$ cat src/rtl/priority_arbiter.sv
// 4-requester arbiter with registered one-hot grant, bounded hold time and a one-cycle turnaround gap.
// Define ROUND_ROBIN_EN for rotating priority; the default build uses fixed priority 3 > 2 > 1 > 0.
module priority_arbiter #(
  parameter int MAX_HOLD = 16
) (
  input  logic       clk,
  input  logic       rst_n,
  input  logic [3:0] req,
  output logic [3:0] gnt,
  output logic [1:0] gnt_id,
  output logic       busy,
  output logic       timeout
);

  localparam int CNT_W = (MAX_HOLD < 1) ? 1 : $clog2(MAX_HOLD + 1);
  localparam logic [CNT_W-1:0] HOLD_LAST = (MAX_HOLD == 0) ? '0 : CNT_W'(MAX_HOLD - 1);

  typedef enum logic [1:0] {IDLE, BUSY, GAP} state_t;

  state_t           state, state_nxt;
  logic [3:0]       gnt_nxt;
  logic [1:0]       gnt_id_nxt;
  logic [CNT_W-1:0] hold_cnt, hold_cnt_nxt;
  logic [3:0]       mask, mask_nxt;
  logic             timeout_nxt;
  logic [3:0]       eff;
  logic [1:0]       win;

  assign eff  = req & ~mask;
  assign busy = (state == BUSY);

`ifdef ROUND_ROBIN_EN
  logic [1:0] rr_ptr, rr_ptr_nxt;

  // Search k+1, k+2, k+3, k: walk backwards so the nearest hit is assigned last.
  function automatic logic [1:0] pick_rr(input logic [3:0] r, input logic [1:0] k);
    logic [1:0] idx;
    pick_rr = k;
    for (int i = 4; i >= 1; i--) begin
      idx = k + 2'(i);
      if (r[idx]) pick_rr = idx;
    end
  endfunction

  assign win = pick_rr(eff, rr_ptr);

  always_ff @(posedge clk or negedge rst_n) begin
    if (!rst_n) rr_ptr <= 2'd0;
    else        rr_ptr <= rr_ptr_nxt;
  end
`else
  function automatic logic [1:0] pick_fixed(input logic [3:0] r);
    if (r[3])      pick_fixed = 2'd3;
    else if (r[2]) pick_fixed = 2'd2;
    else if (r[1]) pick_fixed = 2'd1;
    else           pick_fixed = 2'd0;
  endfunction

  assign win = pick_fixed(eff);
`endif

  always_comb begin
    state_nxt    = state;
    gnt_nxt      = gnt;
    gnt_id_nxt   = gnt_id;
    hold_cnt_nxt = hold_cnt;
    timeout_nxt  = 1'b0;
    // A source that drops its request is forgiven on that same edge.
    mask_nxt     = mask & req;
`ifdef ROUND_ROBIN_EN
    rr_ptr_nxt   = rr_ptr;
`endif
    case (state)
      IDLE, GAP: begin
        if (eff != 4'b0000) begin
          state_nxt    = BUSY;
          gnt_nxt      = 4'b0001 << win;
          gnt_id_nxt   = win;
          hold_cnt_nxt = '0;
`ifdef ROUND_ROBIN_EN
          rr_ptr_nxt   = win;
`endif
        end else if (state == GAP) begin
          state_nxt = IDLE;
        end
      end
      BUSY: begin
        if (!req[gnt_id]) begin
          state_nxt = GAP;
          gnt_nxt   = 4'b0000;
        end else if ((MAX_HOLD != 0) && (hold_cnt == HOLD_LAST)) begin
          state_nxt        = GAP;
          gnt_nxt          = 4'b0000;
          timeout_nxt      = 1'b1;
          mask_nxt[gnt_id] = 1'b1;
        end else if (hold_cnt != '1) begin
          hold_cnt_nxt = hold_cnt + CNT_W'(1);
        end
      end
      default: begin
        state_nxt = IDLE;
        gnt_nxt   = 4'b0000;
      end
    endcase
  end

  always_ff @(posedge clk or negedge rst_n) begin
    if (!rst_n) begin
      state    <= IDLE;
      gnt      <= 4'b0000;
      gnt_id   <= 2'd0;
      hold_cnt <= '0;
      mask     <= 4'b0000;
      timeout  <= 1'b0;
    end else begin
      state    <= state_nxt;
      gnt      <= gnt_nxt;
      gnt_id   <= gnt_id_nxt;
      hold_cnt <= hold_cnt_nxt;
      mask     <= mask_nxt;
      timeout  <= timeout_nxt;
    end
  end

endmodule

$ cat config.mk
export PLATFORM = sky130hd
export DESIGN_NAME = priority_arbiter
export DESIGN_NICKNAME = d
export VERILOG_FILES = /design/src/rtl/priority_arbiter.sv
export SDC_FILE = /design/constraint.sdc
export NUM_CORES = 1
export LEC_CHECK = 0
export ABC_AREA = 0
export ABC_CLOCK_PERIOD_IN_PS = 2800
export CAP_MARGIN = 15
export CORE_AREA = 10 10 54 56
export CTS_CLUSTER_DIAMETER = 60
export DETAILED_ROUTE_END_ITERATION = 6
export DIE_AREA = 0 0 64 66
export PLACE_DENSITY = 0.79
export SLEW_MARGIN = 20
export SYNTH_ARGS = -nofsm -noshare
export SYNTH_HDL_FRONTEND = slang
export SYNTH_SLANG_ARGS = --single-unit
$ cat constraint.sdc
create_clock -name clk -period 2.8 [get_ports clk]
set_clock_uncertainty 0.1 [all_clocks]
set_input_delay 0.56 -clock clk [delete_from_list [all_inputs] [get_ports clk]]
set_output_delay 0.56 -clock clk [all_outputs]
set_load 0.05 [all_outputs]
-- After elaboration in Yosys (flattened, before gate mapping)
Index checks and enable logic that the tools add are counted.
- register bits: 18
- input bits: 6
- output and inout bits: 8
- logic and storage cells: 60
- reduce and logical (&&, ||, !) cells: 9
- multiplexer cells: 27
- shift-type cells: 1
- add/subtract/negate cells: 1
- bitwise gates (word level): 4
- $lt $le $gt $ge: 2
- equal/unequal tests: 10
- operators with widths (cell ; count):
    $mux W4 ; 6
    $mux W5 ; 4
    $mux W2 ; 6
    $pmux W5 S2 ; 1
    $and A4 B4 Y4 ; 2
    $pmux W4 S2 ; 1
    $mux W1 ; 6
    $reduce_and A2 Y1 ; 3
    $add A5 B1 Y5 const B ; 1
    $eq A5 B4 Y1 const B ; 1
    $ne A5 B5 Y1 const B ; 1
    $reduce_and A5 Y1 ; 1
    $ne A2 B1 Y1 const B ; 2
    $ne A2 B2 Y1 const B ; 2
    $not A4 Y4 ; 1
    $or A4 B4 Y4 ; 1
    $pmux W2 S2 ; 1
    $reduce_bool A4 Y1 ; 1
    $shl A1 B2 Y4 const A ; 1
    $lt A2 B3 Y1 const B ; 1
    $ne A3 B2 Y1 const B ; 1
    $ne A3 B3 Y1 const B ; 1
    $bmux W1 S2 ; 1
    $demux W1 S2 ; 1
    other kinds (7) ; 7

-- Longest topological paths before layout
- depth in word-level cells: 8
- depth in mapped cells: 7
- mapped depth without buffers: 7

-- Worst setup path after synthesis
OpenSTA, ideal clock, no wires.
- path type: register to register
- start point: register hold_cnt[0]
- end point: register gnt[0]
- setup time: 0.122 ns
- data arrival time: 1.984 ns
- path slack: 0.594 ns
- cell stages (with the launch flop): 8
- clock period less this slack: 2.206 ns
- data required time: 2.578 ns
- buffers on the path: 0
- cell sequence: dfrtp_1 ha_1 and3_1 ha_1 or4b_4 o32ai_4 nor2_1 o22a_1
- cells in the longest elaborated chain, start to end: 3
- ends and longest elaborated chain (element ; line ; text):
    from (decl) ; 23 ; logic [CNT_W-1:0] hold_cnt, hold_cnt_nxt;
    from (signal assigned) ; 119 ; hold_cnt <= hold_cnt_nxt;
    $eq A5 B4 Y1 ; 91 ; end else if ((MAX_HOLD != 0) && (hold_cnt == HOLD_LAST)) begin
    $ne A3 B2 Y1 (no line) ; n/a ;
    $reduce_and A2 Y1 (no line) ; n/a ;
    to (signal assigned) ; 117 ; gnt <= gnt_nxt;
    to (decl) ; 9 ; output logic [3:0] gnt,
No other way between the ends.
A chain may end at the register's enable or synchronous reset.

-- Final worst setup path
Same ends and word-level chain as after synthesis.

==> results_dict.tcl <==
set metrics [dict create \
    status "finished, final reports clean" \
    layout_setup_ws_ns 0.403 \
    yosys.area_share.xor_xnor_pct 0 \
    min_path_type "reg2reg" \
    setup_viol_count_final 0 \
    reg2reg_slack_ns 0.40 \
    firstDrtPassIters 4 \
    clock-sinks 18 \
    root_buffer "clkbuf_4" \
    fin_crit_ns 2.40 \
    ys_seq_area_share_pct 47.9 \
    grt_max_degree 19 \
    syn_inst 95 \
    start_kind "register" \
    nets 121 \
    power_density_nw_per_um2 981 \
    clk_latency_ns 0.30 \
    post_cts_buffers 0 \
    synthSimpleGateAreaFrac_pct 20.5 \
    synth_compound_area_share_pct 22.6 \
    syn_avg_cell_area_um2 9.90 \
    core_area_um2 1900 \
    overflow 0 \
    totalWireLength_um 1870 \
    initial_utilization_pct 49.5 \
    antenna_found_initial 0 \
    cts_buffers 3 \
    drtIter0Drc 46 \
    ys_types 31 \
    cp.required_ns 2.90 \
    area_delta_synth_final_pct 20.9 \
    die_area_um2 4220 \
    synthMuxAreaShare_pct 2.13 \
    gp_congestion 0.793 \
    drv_cap 0 \
    design_area_um2 1140 \
    layout_commonest_cell "dfrtp_1" \
    cp_data_arrival_time_ns 2.50 \
    p_leak_nw 0.501 \
    yosysWarnings 0 \
    ir_drop_uv 464 \
    path_max_fanout 7 \
    first_global_vias 696 \
    synth_top_family_by_area "compound AO/OA/AOI/OAI gates" \
    rsz0062_at_grt "no" \
    fmax_ghz 0.417 \
    finalHoldViolCount 0 \
    final_layout_size_suffix_gt1_share_pct 8.11 \
    clockBufferDepth 2 \
    mostFrequentLayoutCells "18 x dfrtp_1, 12 x clkdlybuf4s50_1, 9 x nand2_1" \
    grt_pass1_wl_um 3140 \
    utilization_pct 59.8 \
    slew_headroom_pct 46.2 \
    synth_fp_nets 104 \
    async_flop_share_pct 100 \
    dpl_cell_area_um2 1100 \
    endpoint_kind "register" \
    fp.dieH_um 66 \
    pre_cts_slack_ns 0.418 \
    period_share_pct 85.6 \
    slew_viol_final 0 \
    path_clk_slew_ns 0.11 \
    tightest_slew_ns 0.804 \
    chipWidth_um 64 \
    fin_tns_setup_ns 0 \
    syn_area_um2 941 \
    drc 0 \
    synth_edf_count 0 \
    cts_max_level 1 \
    ant_nets 0 \
    num_vias 756 \
    cts_tree "built" \
    ioPinCount 14 \
    portBuffers 13 \
    place_hpwl_um 1380 \
    synthAdderAreaFrac_pct 3.99 \
    num_rows 16 \
    critPathKind "reg2reg" \
    wl_per_cell_um 13.5 \
    ys.flop_type "dfrtp_1" \
    grt_util_all_layers_pct 9.33 \
    postCtsResizedCells 0 \
    holdBufCountCts 0 \
    vias_per_cell 5.48 \
    ys_seq_elements 18 \
    n_antenna_cell 0 \
]
==> flip-flops by register name, summed over array words and instances, names as in the netlist <==
register / flops
state: 2
gnt_id: 2
timeout: 1
gnt: 4
hold_cnt: 5
mask: 4
==> final timing paths <==
kind                             start           to  depth (start not counted)
setup / recovery           hold_cnt[0]       gnt[0]                          7
hold / removal             hold_cnt[3]  hold_cnt[3]                          1
setup reg to reg           hold_cnt[0]       gnt[0]                          7
hold reg to reg            hold_cnt[3]  hold_cnt[3]                          1
max in group asynchronous        rst_n  hold_cnt[0]                          1
min in group asynchronous        rst_n       gnt[3]                          1
==> cell usage after synthesis (3+ instances only) <==
| master | number | share of area [%] |
|---|---|---|
| inv_1 | 5 | 2.0 |
| o22ai_1 | 3 | 2.0 |
| ha_1 | 3 | 4.0 |
| a31oi_1 | 4 | 2.7 |
| o21ai_0 | 5 | 2.7 |
| nand2_1 | 9 | 3.6 |
| nor2b_1 | 6 | 4.0 |
| a21oi_1 | 8 | 4.3 |
| nor2_1 | 6 | 2.4 |
| dfrtp_1 | 18 | 48 |
==> cells by family (layout without fill, tap and decap cells) <==
group / count (synthesis) / count (layout)
DFF: 18 / 18
muxes: 2 / 2
buffers and inverters: 7 / 23
and+or+nand+nor: 35 / 35
AOI/OAI and AO/OA: 30 / 30
adders and majority gates: 3 / 3
==> layout make-up <==
cell class                      count  area, µm²
Inverter                            5       18.8
Tap cell                           27       33.8
Timing Repair Buffer               14        135
Multi-Input combinational cell     70        463
Fill cell                         156        764
Clock buffer                        4       36.3
Sequential cell                    18        450
==> critical path, stage by stage, from the launching register on <==
cell     delay, ns
dfrtp_1       0.42
ha_1          0.23
and3_1        0.21
ha_1          0.27
or4b_4        0.55
o32ai_4       0.23
nor2_1        0.09
o22a_1        0.18
==> per-layer routing <==
metal | up-vias | routed length [µm] | track usage [%] | share of wire, %
li1 | 381 | - | - | -
met5 | - | 0 | 0 | 0
met2 | 21 | 769 | 12.3 | 41
met1 | 349 | 950 | 12.5 | 51
met4 | 0 | 34 | 5.74 | 1.8
met3 | 5 | 109 | 3.22 | 5.8
==> metrics by stage <==
stage                     hold WS, ns  power (mW)  std cells
after detailed placement        0.358       0.960        134
after floorplan                 0.164       0.810         95
after global placement          0.359       0.952        134
after CTS                       0.380        1.12        138
final                           0.389        1.12        138
after global routing            0.422        1.19        138
==> where the power goes <==
group,total [mW],leakage (nW),internal [mW],switching (mW)
logic,0.532,0.244,0.204,0.328
registers,0.419,0.237,0.325,0.0935
clock network,0.164,0.0210,0.0794,0.0849
Note: power is estimated with default switching activity, not from simulation.
